==> config.mk <==
export PLATFORM = sky130hd
export DESIGN_NAME = shuffle_xbar_pipe_flat
export DESIGN_NICKNAME = d
export VERILOG_FILES = /design/src/rtl/shuffle_xbar_pipe_pkg.sv /design/src/rtl/shuffle_xbar_pipe_if.sv /design/src/rtl/shuffle_xbar_pipe_lane_mux.sv /design/src/rtl/shuffle_xbar_pipe.sv /design/src/flat_wrapper.sv
export SDC_FILE = /design/constraint.sdc
export NUM_CORES = 1
export LEC_CHECK = 0
export CAP_MARGIN = 20
export CORE_AREA = 2 2 201 203
export DETAILED_ROUTE_END_ITERATION = 10
export DIE_AREA = 0 0 203 205
export HOLD_SLACK_MARGIN = 0.1
export PLACE_DENSITY = 0.8
export SYNTH_ARGS = -nofsm -noshare
export SYNTH_HDL_FRONTEND = slang
export SYNTH_HIERARCHICAL = 1
export SYNTH_SLANG_ARGS = --single-unit
==> constraint.sdc <==
create_clock -name clk -period 2.9 [get_ports clk]
set_input_delay 0.58 -clock clk [delete_from_list [all_inputs] [get_ports clk]]
set_output_delay 0.58 -clock clk [all_outputs]
set_load 0.01 [all_outputs]
==> src/rtl/shuffle_xbar_pipe_pkg.sv <==
// Constants and types shared by the arbiter, the shuffle crossbar and the PE array.
// The select width is fixed at 3 bits, so the lane count is fixed at 8.
package shuffle_pkg;

    localparam int LANES    = 8;
    localparam int SELW     = 3;
    localparam int DEF_DW   = 16;
    localparam int DEF_CNTW = 16;

    typedef logic [SELW-1:0]   lane_sel_t;
    typedef logic [DEF_DW-1:0] coef_t;

    // True when two output lanes name the same source lane, i.e. the selects are not a permutation.
    function automatic logic sel_has_dup(input logic [LANES*SELW-1:0] sel);
        logic dup;
        dup = 1'b0;
        for (int j = 0; j < LANES; j++) begin
            for (int k = j + 1; k < LANES; k++) begin
                if (sel[j*SELW +: SELW] == sel[k*SELW +: SELW]) begin
                    dup = 1'b1;
                end
            end
        end
        return dup;
    endfunction

endpackage

==> src/rtl/shuffle_xbar_pipe_if.sv <==
// Valid/ready beat bus of the shuffle crossbar: input side from the arbiter,
// output side to the multiplier array.
interface shuffle_xbar_pipe_if #(
    parameter int DW = 16
);
    import shuffle_pkg::*;

    logic                   in_valid;
    logic                   in_ready;
    logic [LANES*DW-1:0]    in_data;
    logic [LANES*SELW-1:0]  in_sel;
    logic                   in_last;

    logic                   out_valid;
    logic                   out_ready;
    logic [LANES*DW-1:0]    out_data;
    logic                   out_last;

    modport master (
        output in_valid, in_data, in_sel, in_last, out_ready,
        input  in_ready, out_valid, out_data, out_last
    );

    modport slave (
        input  in_valid, in_data, in_sel, in_last, out_ready,
        output in_ready, out_valid, out_data, out_last
    );

endinterface

==> src/rtl/shuffle_xbar_pipe_lane_mux.sv <==
// One output lane of the crossbar: picks one of the LANES input words by a 3-bit select.
module shuffle_lane_mux
    import shuffle_pkg::*;
#(
    parameter int DW = 16
) (
    input  logic [LANES*DW-1:0] din,
    input  lane_sel_t           sel,
    output logic [DW-1:0]       dout
);

    logic [DW-1:0] lane [LANES];

    for (genvar gi = 0; gi < LANES; gi++) begin : g_unpack
        assign lane[gi] = din[gi*DW +: DW];
    end

    // Every 3-bit select value is a valid index, so there is no out-of-range case.
    always_comb begin
        dout = lane[sel];
    end

endmodule

==> src/rtl/shuffle_xbar_pipe.sv <==
// Two-stage valid/ready shuffle: S1 captures a beat, S2 registers the crossbar result.
// Also flags non-permutation selects (sticky) and counts completed blocks.
module shuffle_xbar_pipe
    import shuffle_pkg::*;
#(
    parameter int DW   = DEF_DW,
    parameter int CNTW = DEF_CNTW
) (
    input  logic                clk,
    input  logic                rst_n,
    shuffle_xbar_pipe_if.slave  bus,
    input  logic                clr_err,
    output logic                perm_err,
    output logic [CNTW-1:0]     blk_cnt
);

    logic                   s1_v_reg;
    logic [LANES*DW-1:0]    s1_data_reg;
    logic [LANES*SELW-1:0]  s1_sel_reg;
    logic                   s1_last_reg;

    logic                   s2_v_reg;
    logic [LANES*DW-1:0]    s2_data_reg;
    logic                   s2_last_reg;

    logic                   perm_err_reg;
    logic [CNTW-1:0]        blk_cnt_reg;

    logic [LANES*DW-1:0]    xbar_data;
    logic                   s2_free;
    logic                   s1_adv;
    logic                   in_xfer;
    logic                   out_xfer;

    // in_ready looks through to out_ready; there is no skid buffer.
    assign s2_free  = !s2_v_reg || bus.out_ready;
    assign s1_adv   = s1_v_reg && s2_free;
    assign in_xfer  = bus.in_valid && bus.in_ready;
    assign out_xfer = s2_v_reg && bus.out_ready;

    assign bus.in_ready  = !s1_v_reg || s2_free;
    assign bus.out_valid = s2_v_reg;
    assign bus.out_data  = s2_data_reg;
    assign bus.out_last  = s2_last_reg;
    assign perm_err      = perm_err_reg;
    assign blk_cnt       = blk_cnt_reg;

    for (genvar gi = 0; gi < LANES; gi++) begin : g_xbar
        shuffle_lane_mux #(.DW(DW)) u_lane_mux (
            .din  (s1_data_reg),
            .sel  (s1_sel_reg[gi*SELW +: SELW]),
            .dout (xbar_data[gi*DW +: DW])
        );
    end

    always_ff @(posedge clk or negedge rst_n) begin
        if (!rst_n) begin
            s1_v_reg    <= 1'b0;
            s1_data_reg <= '0;
            s1_sel_reg  <= '0;
            s1_last_reg <= 1'b0;
        end else if (in_xfer) begin
            s1_v_reg    <= 1'b1;
            s1_data_reg <= bus.in_data;
            s1_sel_reg  <= bus.in_sel;
            s1_last_reg <= bus.in_last;
        end else if (s1_adv) begin
            s1_v_reg    <= 1'b0;
        end
    end

    // S2 only moves when it is empty or being drained, so a stalled beat holds steady.
    always_ff @(posedge clk or negedge rst_n) begin
        if (!rst_n) begin
            s2_v_reg    <= 1'b0;
            s2_data_reg <= '0;
            s2_last_reg <= 1'b0;
        end else if (s2_free) begin
            s2_v_reg <= s1_v_reg;
            if (s1_v_reg) begin
                s2_data_reg <= xbar_data;
                s2_last_reg <= s1_last_reg;
            end
        end
    end

    always_ff @(posedge clk or negedge rst_n) begin
        if (!rst_n) begin
            perm_err_reg <= 1'b0;
        end else if (s1_adv && sel_has_dup(s1_sel_reg)) begin
            perm_err_reg <= 1'b1;
        end else if (clr_err) begin
            perm_err_reg <= 1'b0;
        end
    end

    always_ff @(posedge clk or negedge rst_n) begin
        if (!rst_n) begin
            blk_cnt_reg <= '0;
        end else if (out_xfer && s2_last_reg) begin
            blk_cnt_reg <= blk_cnt_reg + 1'b1;
        end
    end

endmodule

==> src/flat_wrapper.sv <==
// flat-port wrapper written by rule: the top's interface ports become plain ports
module shuffle_xbar_pipe_flat import shuffle_pkg::*;
#(
    parameter int DW   = DEF_DW,
    parameter int CNTW = DEF_CNTW
)
  (clk, rst_n, clr_err, perm_err, blk_cnt, bus_in_valid, bus_in_data, bus_in_sel, bus_in_last, bus_out_ready, bus_in_ready, bus_out_valid, bus_out_data, bus_out_last);
  shuffle_xbar_pipe_if #(.DW(DW)) bus_i ();
  input  logic clk;
  input  logic rst_n;
  input  logic clr_err;
  output logic perm_err;
  output logic [CNTW-1:0] blk_cnt;
  input wire logic [$bits(bus_i.in_valid)-1:0] bus_in_valid;
  input wire logic [$bits(bus_i.in_data)-1:0] bus_in_data;
  input wire logic [$bits(bus_i.in_sel)-1:0] bus_in_sel;
  input wire logic [$bits(bus_i.in_last)-1:0] bus_in_last;
  input wire logic [$bits(bus_i.out_ready)-1:0] bus_out_ready;
  output wire logic [$bits(bus_i.in_ready)-1:0] bus_in_ready;
  output wire logic [$bits(bus_i.out_valid)-1:0] bus_out_valid;
  output wire logic [$bits(bus_i.out_data)-1:0] bus_out_data;
  output wire logic [$bits(bus_i.out_last)-1:0] bus_out_last;
  assign bus_i.in_valid = bus_in_valid;
  assign bus_i.in_data = bus_in_data;
  assign bus_i.in_sel = bus_in_sel;
  assign bus_i.in_last = bus_in_last;
  assign bus_i.out_ready = bus_out_ready;
  assign bus_in_ready = bus_i.in_ready;
  assign bus_out_valid = bus_i.out_valid;
  assign bus_out_data = bus_i.out_data;
  assign bus_out_last = bus_i.out_last;
  shuffle_xbar_pipe #(.DW(DW), .CNTW(CNTW)) u_core (.clk(clk), .rst_n(rst_n), .bus(bus_i), .clr_err(clr_err), .perm_err(perm_err), .blk_cnt(blk_cnt));
endmodule
==> results of run 1 <==
==> final cells by class <==
type,instances,area [µm²],area share
Antenna cell,3,7.51,0.000288
Clock buffer,50,1020,0.0393
Clock inverter,9,108,0.00413
Multi-Input combinational cell,836,13000,0.497
Sequential cell,301,7560,0.290
Tap cell,525,657,0.0252
Timing Repair Buffer,359,3770,0.144
==> cells by family after synthesis <==
kind of cell | share of synthesized area
adder cells (fa/ha/maj) | 0.000583
multiplexers | 0.541
AO/OA/AOI/OAI | 0.00268
buffers and inverters | 0.0455
XOR/XNOR | 0.0404
AND/OR/NAND/NOR | 0.0181
flip-flops | 0.351
==> cells in the final DEF (no fill, tap or decap), types with 29 or more instances in the layout <==
cell type / n
clkdlybuf4s50_1: 304
dfrtp_1: 277
mux2_2: 274
mux4_1: 224
mux2_4: 100
xor2_1: 57
xnor2_1: 42
clkbuf_16: 37
mux2_1: 37
mux4_2: 32
buf_4: 29
==> worst max-delay path, stage by stage <==
cell,delay [ps]
clkdlybuf4s50_1,520
nand3b_4,190
clkdlybuf4s50_1,550
==> per-layer routing <==
layer / part of all wire / vias up / global-route usage
met3: 0.059 / 131 / 0.0460
met5: 0 / - / 0
li1: - / 5769 / -
met2: 0.50 / 628 / 0.471
met4: 0.038 / 0 / 0.122
met1: 0.40 / 7133 / 0.370
==> where the power goes <==
part	total [mW]	internal, mW	switching (mW)
clock	4.40	2.63	1.77
combinational	8.24	5.45	2.79
sequential	7.19	5.42	1.76
total	19.8	13.5	6.32
==> what timing repair did <==
action,4_1_cts,5_1_grt
hold buffers,1,0
buffers inserted,0,0
hold endpoints to repair,70,0
==> worst paths after layout <==
check / from / endpoint / slack (ps) / cells past startpoint
min: u_core/blk_cnt[15] / u_core/blk_cnt[15] / 470 / 1
min in group asynchronous: rst_n / u_core/bus.out_data[10] / 630 / 2
max reg2reg: u_core/s1_sel_reg[18] / u_core/bus.out_data[102] / 650 / 4
max in group asynchronous: rst_n / u_core/bus.out_data[6] / 1420 / 3
min reg2reg: u_core/blk_cnt[15] / u_core/blk_cnt[15] / 470 / 1
max: bus_out_ready / bus_in_ready / 490 / 3
==> impl_metrics.json, run 1 <==
{
  "fillers": 2714,
  "antenna_found_initial": 3,
  "syn_to_final_growth_pct": 21.6,
  "design_area_mm2": 0.0261,
  "hold_viol": 0,
  "drtAntennaViolNets": 0,
  "ys_types": 38,
  "place_area_mm2": 0.0249,
  "synth_seq_cells": 301,
  "critical_path.startpoint_type": "input port",
  "post-route-util": 0.663,
  "dr.pass1.iters": 7,
  "fin_ws_ps": 485,
  "ys_warn_count": 6,
  "grt_pass1_wl_mm": 88.0,
  "leakage_nw": 10.8,
  "drive_gt1_frac": 0.351,
  "end_kind": "primary output",
  "gp_congestion": 0.825,
  "dpl.hpwl_mm": 38.5,
  "htree_levels": 2,
  "dp_slack_ps": 427,
  "status": "completed",
  "crit_arrival_ps": 1830,
  "ir_worst_vdd_mv": 0.444,
  "die_width_um": 203,
  "worst_pin_slew_ps": 912,
  "yosysTopAreaCell": "dfrtp_1",
  "dp.cells": 2020,
  "fin_cells": 2083,
  "synthArstFlopShare": 1.00,
  "clockRootBuffer": "clkbuf_16",
  "synth_ff_type": "dfrtp_1",
  "cellPowerDensity_mw_per_mm2": 760,
  "finalSetupViolations": 0,
  "clock_skew_ps": 17.9,
  "ctsResizeCount": 0,
  "cts_sinks": 301,
  "slew_headroom": 0.392,
  "postSynthCellCount": 1263,
  "nNetsFinal": 1693,
  "overflow": 0,
  "avgRoutedWirePerCell_um": 28.0,
  "critPathRequiredTime_ps": 2320,
  "dieArea_mm2": 0.0416,
  "path_max_fanout": 4,
  "ctsLongestPathBuffers": 3,
  "grt_max_degree": 80,
  "yosys-top-cells-area": "dfrtp_1, mux4_1, mux2_2, mux2_4, mux4_2",
  "grt_pass1_vias": 14100,
  "initial_utilization": 0.545,
  "drc": 0,
  "insertion_delay_ps": 550,
  "num_vias": 13700,
  "fp-row-count": 73,
  "hold_class": "flop to flop",
  "slew_viol_final": 0,
  "path_clk_slew_ps": 50,
  "portBuffers": 305,
  "max_freq_mhz": 414,
  "drt_iter0_markers": 897,
  "cts_made_buffers": 36,
  "synth_seq_area_share": 0.351,
  "syn-num-nets": 1422,
  "maxCapViolCount": 0,
  "totalWireLength_mm": 58.4,
  "tritoncts": "done",
  "fin_crit_sh": 0.833,
  "synth.top_cells.by_count": "dfrtp_1, mux2_2, mux4_1",
  "final.setup.tns_ps": 0,
  "period_needed_ps": 2410,
  "fp.dieH_um": 205,
  "rsz0062_at_grt": "no",
  "core-area_mm2": 0.0394,
  "syn_area_per_cell_um2": 17.0,
  "synth_edf_count": 0,
  "via_per_inst": 6.56,
  "synth_top_area_frac": 0.351,
  "critPathKind": "input port to primary output",
  "total_power_mw": 19.8,
  "syn_area_mm2": 0.0214,
  "io_pins": 306,
  "yosysMostFrequentCell": "dfrtp_1",
  "grt_usage": 0.283,
  "hold_ws_ps": 467
}
(Power assumes the default switching activity.)
==> inputs of run 2 (changes only) <==
CORE_AREA = 2 2 209 211   (was 2 2 201 203)
DIE_AREA = 0 0 211 213   (was 0 0 203 205)
PLACE_DENSITY = 0.77   (was 0.8)
clock period = 2.2 ns   (was 2.9 ns; I/O delays follow)
==> run 2 against run 1 <==
Effect of this change: register-to-register slack worse by 480 ps; cell area is 1.9% higher; sequential cell count stayed put; clock skew is 9.9 ps higher; sequential share of layout area is 0.54 points lower; non-clock buffer count is 36 higher; first-iteration DRC count is 3.9% higher; worst hold slack worse by 150 ps; final cell count is 2.9% higher; clock power is 40% higher; routed wire length is 3.3% higher; critical path depth stayed put; largest cell class unchanged; largest power group unchanged.
==> impl_metrics.json, run 2 (same netlist as run 1, synthesis figures left out) <==
{
  "dp.cells": 2077,
  "overflow": 0,
  "die_width_um": 211,
  "cts_made_buffers": 34,
  "final.setup.tns_ps": 0,
  "layout_common_cells": "clkdlybuf4s50_1, dfrtp_1, mux2_2, mux4_1, mux2_4",
  "ctsResizeCount": 0,
  "leakage_nw": 11.1,
  "grt_most_used_layer": "met2",
  "clock_skew_ps": 27.8,
  "place_area_mm2": 0.0253,
  "io_pins": 306,
  "clockRootBuffer": "clkbuf_16",
  "num_vias": 13900,
  "fillers": 3079,
  "nNetsFinal": 1727,
  "crit_arrival_ps": 1700,
  "fp-row-count": 76,
  "dpl.hpwl_mm": 42.1,
  "critPathRequiredTime_ps": 1760,
  "drc": 0,
  "worst_pin_slew_ps": 657,
  "postCtsSetupRepairBufs": 0,
  "drive_gt1_frac": 0.370,
  "via_per_inst": 6.46,
  "fin_cells": 2143,
  "initial_utilization": 0.502,
  "rsz0062_at_grt": "no",
  "drt_iter0_markers": 932,
  "avgRoutedWirePerCell_um": 28.1,
  "fp.dieH_um": 213,
  "use_met1": 0.354,
  "critPathKind": "input port to primary output",
  "dp_slack_ps": 38.9,
  "cellPowerDensity_mw_per_mm2": 1010,
  "hold_class": "input port to async pin",
  "grt_max_degree": 112,
  "cts_sinks": 301,
  "gp_congestion": 0.823,
  "hold_viol": 0,
  "fin_ws_ps": 56.6,
  "critical_path.startpoint_type": "input port",
  "period_needed_ps": 2140,
  "design_area_mm2": 0.0266,
  "dieArea_mm2": 0.0449,
  "max_freq_mhz": 467,
  "final_common_cell": "clkdlybuf4s50_1",
  "cts_hold_buffers": 1,
  "status": "completed",
  "maxCapViolCount": 0,
  "grt_pass1_vias": 14300,
  "path_max_fanout": 4,
  "fin_crit_sh": 0.974,
  "finalSetupViolations": 0,
  "insertion_delay_ps": 560,
  "slew_viol_final": 0,
  "end_kind": "primary output",
  "dr.pass1.iters": 5,
  "core-area_mm2": 0.0427,
  "totalWireLength_mm": 60.3,
  "grtUsageMet3": 0.0350,
  "syn_to_final_growth_pct": 23.9,
  "tritoncts": "done",
  "slew_headroom": 0.562,
  "grt_usage": 0.269,
  "ir_worst_vdd_mv": 0.706,
  "portBuffers": 305,
  "grt_pass1_wl_mm": 90.1,
  "path_clk_slew_ps": 60,
  "grtUsageMet2": 0.458,
  "htree_levels": 2,
  "antenna_found_initial": 3,
  "ctsLongestPathBuffers": 3,
  "drtAntennaViolNets": 0
}
==> run 2: cell types whose count changed in the layout (fill, tap and decap cells not counted), sizes merged <==
cell	previous run	this run
clkbuf	50	43
inv	0	1
bufinv	2	5
clkinvlp	2	3
buf	54	90
clkinv	5	10
==> run 2: cell type report <==
class / count / area (µm²) / share of cell area
diodes: 3 / 7.51 / 0.000283
clock buffers: 43 / 978 / 0.0368
clock inverters: 19 / 235 / 0.00885
multi-input cells: 836 / 13000 / 0.488
flip-flops and latches: 301 / 7560 / 0.285
well taps: 546 / 683 / 0.0257
repair buffers: 395 / 4150 / 0.156
==> run 2: layer usage <==
| layer | vias to the layer above | part of all wire |
|---|---|---|
| met3 | 125 | 0.053 |
| met5 | - | 0 |
| met4 | 0 | 0.033 |
| met2 | 585 | 0.51 |
| met1 | 7310 | 0.41 |
| li1 | 5830 | - |
==> run 2: power breakdown <==
group          internal (mW)  leakage (nW)  switching [mW]
clock                   3.76         0.596            2.40
sequential              7.15          3.52            2.02
combinational           7.36          6.95            4.09
total                   18.3          11.1            8.50
==> run 2: path summary, 6_finish.rpt <==
| kind | startpoint | to | slack (ps) | depth (start not counted) |
|---|---|---|---|---|
| hold reg to reg | u_core/blk_cnt[15] | u_core/blk_cnt[15] | 480 | 1 |
| setup / recovery | bus_out_ready | bus_in_ready | 60 | 3 |
| max in group asynchronous | rst_n | u_core/s1_sel_reg[21] | 940 | 3 |
| setup reg to reg | u_core/s1_sel_reg[20] | u_core/perm_err | 170 | 6 |
| hold / removal | rst_n | u_core/bus.out_data[10] | 320 | 2 |
| min in group clk | bus_in_data[22] | u_core/s1_data_reg[22] | 470 | 2 |
==> run 2: through the flow <==
stage                     hold slack (ps)  utilization  total power [mW]
after floorplan                       144            -              15.5
after global placement                289        0.594              20.3
after detailed placement              290        0.594              20.6
after CTS                             295        0.622              27.0
after global routing                  317        0.622              27.9
final                                 316        0.622              26.8
==> run 2: worst max-delay path, stage by stage <==
cell,delay (ps)
clkdlybuf4s50_1,520
nand3b_4,190
clkdlybuf4s50_1,550
==> inputs of run 3 (changes only) <==
CORE_AREA = 2 2 201 203   (was 2 2 209 211)
CTS_CLUSTER_SIZE = 16   (was unset)
DIE_AREA = 0 0 203 205   (was 0 0 211 213)
DONT_BUFFER_PORTS = 1   (was unset)
GPL_TIMING_DRIVEN = 0   (was unset)
PLACE_DENSITY = 0.72   (was 0.77)
==> run 3 against run 2 <==
Effect of this change: the run now ends with negative hold slack left; critical path depth up 1; global-route usage up 7.5 points; clock power up 2%; setup slack worse by 56 ps; largest cell class unchanged; utilization up 1.2 points; cell area down 6.0%; power down 6.9%.
==> impl_metrics.json, run 3 (same netlist as run 1, synthesis figures left out) <==
{
  "dpl.hpwl_mm": 47.7,
  "seqCellArea_mm2": 0.00753,
  "hold_class": "input port to async pin",
  "place_area_mm2": 0.0221,
  "rsz0062_at_grt": "no",
  "grt_most_used_layer": "met2",
  "gp_congestion": 0.923,
  "violations": "negative hold slack",
  "total_power_mw": 24.9,
  "status": "finished, violations left",
  "layout_common_cells": "dfrtp_1, mux2_2, mux4_1, dlygate4sd3_1, mux2_4",
  "clock_skew_ps": 15.9,
  "grt_pass1_vias": 14500,
  "hold_ws_ps": -415,
  "die_width_um": 203,
  "io_pins": 306,
  "nNetsFinal": 1617,
  "rr_worst_depth": 4,
  "rrSetupSlack_ps": 0.4,
  "max_stage_delay_ps": 540,
  "syn_to_final_growth_pct": 16.5,
  "tritoncts": "done",
  "design_area_mm2": 0.0250,
  "avgRoutedWirePerCell_um": 35.5,
  "postCtsSetupRepairBufs": 0,
  "worstSetupPathDepth": 4,
  "cts_sinks": 301,
  "path_clk_slew_ps": 60,
  "critical_path.startpoint_type": "flop",
  "cp_top_family": "multiplexers",
  "multi_input_area_mm2": 0.0129,
  "slew_viol_final": 0,
  "final_common_cell": "dfrtp_1",
  "post-route-util": 0.635,
  "fin_crit_sh": 1.00,
  "n_antenna_cell": 0,
  "maxCapViolCount": 0,
  "overflow": 0,
  "grtUsageMet2": 0.519,
  "dp.cells": 1788,
  "htree_levels": 2,
  "period_needed_ps": 2200,
  "drt_iter0_markers": 1113,
  "fillers": 2870,
  "drc": 0,
  "drive_gt1_frac": 0.406,
  "insertion_delay_ps": 560,
  "via_per_inst": 6.97,
  "initial_utilization": 0.545,
  "fp-row-count": 73,
  "fin_cells": 2009,
  "slowest_stage": "clkbuf_2",
  "leakage_nw": 10.6,
  "max_freq_mhz": 455,
  "totalWireLength_mm": 71.3,
  "slew_headroom": 0.131,
  "crit_arrival_ps": 2640,
  "grt_max_degree": 302,
  "grt_usage": 0.344,
  "critPathKind": "flop to flop",
  "dr.pass1.iters": 7,
  "use_met1": 0.429,
  "end_kind": "flop",
  "portBuffers": 0,
  "cts_hold_buffers": 156,
  "critPathRequiredTime_ps": 2640,
  "path_cells": "clkbuf_2 -> mux4_1 -> mux2_2 -> mux2_4",
  "dieArea_mm2": 0.0416,
  "fp.dieH_um": 205,
  "core-area_mm2": 0.0394,
  "clockRootBuffer": "clkbuf_16",
  "grtUsageMet3": 0.133,
  "antenna_found_initial": 0,
  "hold_viol": 301,
  "ctsLongestPathBuffers": 3,
  "path_max_fanout": 10,
  "ir_worst_vdd_mv": 0.573,
  "grt_pass1_wl_mm": 101,
  "finalSetupViolations": 0,
  "num_vias": 14000,
  "timing.critical_path.buf_inv": 1,
  "worst_pin_slew_ps": 1300,
  "cellPowerDensity_mw_per_mm2": 997,
  "cts_made_buffers": 37,
  "drtAntennaViolNets": 0
}
[run 3: cell types whose count changed in the layout (fill, tap and decap cells not counted), moves of 4 or more]
cell	previous run	this run
dfrtp_2	24	0
buf_12	33	0
buf_4	56	21
clkbuf_8	3	7
clkdlybuf4s15_2	0	8
clkinv_2	9	4
clkbuf_2	0	28
buf_2	0	16
clkdlybuf4s50_1	304	0
dlygate4sd3_1	1	156
dfrtp_1	277	301
buf_6	0	53
[run 3: power by group]
| part | switching, mW | internal (mW) | total [mW] |
|---|---|---|---|
| registers | 2.75 | 7.14 | 9.88 |
| logic | 3.41 | 5.33 | 8.74 |
| clock network | 2.58 | 3.72 | 6.30 |
| total | 8.74 | 16.2 | 24.9 |
[run 3: final timing paths]
check | start | end
min in group clk | bus_out_ready | u_core/blk_cnt[0]
worst max-delay path | u_core/s1_sel_reg[11] | u_core/bus.out_data[55]
worst min register to register | u_core/s1_last_reg | u_core/bus.out_last
worst max register to register | u_core/s1_sel_reg[11] | u_core/bus.out_data[55]
max in group asynchronous | rst_n | u_core/s1_data_reg[17]
worst min-delay path | rst_n | u_core/bus.out_data[37]
[run 3: through the flow]
step                      setup TNS [ps]  setup slack (ps)
after global placement             -9720              -171
after detailed placement          -12460              -227
final                                  0             0.379
after global routing                   0              26.2
after CTS                              0              13.5
after floorplan                        0               415
[run 3: cell type report]
class	count	area share
Buffer	126	0.0426
Timing Repair Buffer	156	0.0625
Multi-Input combinational cell	836	0.518
Clock inverter	15	0.00611
Sequential cell	301	0.301
Tap cell	525	0.0263
Clock buffer	50	0.0435
[run 3: layer usage]
| layer | vias to the layer above | share of wire |
|---|---|---|
| met2 | 887 | 0.45 |
| met3 | 235 | 0.12 |
| li1 | 5623 | - |
| met4 | 0 | 0.059 |
| met1 | 7255 | 0.37 |
| met5 | - | 0 |
[run 3: worst register-to-register path: cells and delay by family (launching register included)]
| kind | cells | cell delay [ps] |
|---|---|---|
| buf+inv | 1 | 540 |
| mux | 3 | 1000 |
| flops | 1 | 530 |
[run 3: repair_timing]
action,CTS,global route
cloned,0,0
endpoints found under the hold margin,456,301
endpoints found under the setup margin,113,21
resized for setup,36,4
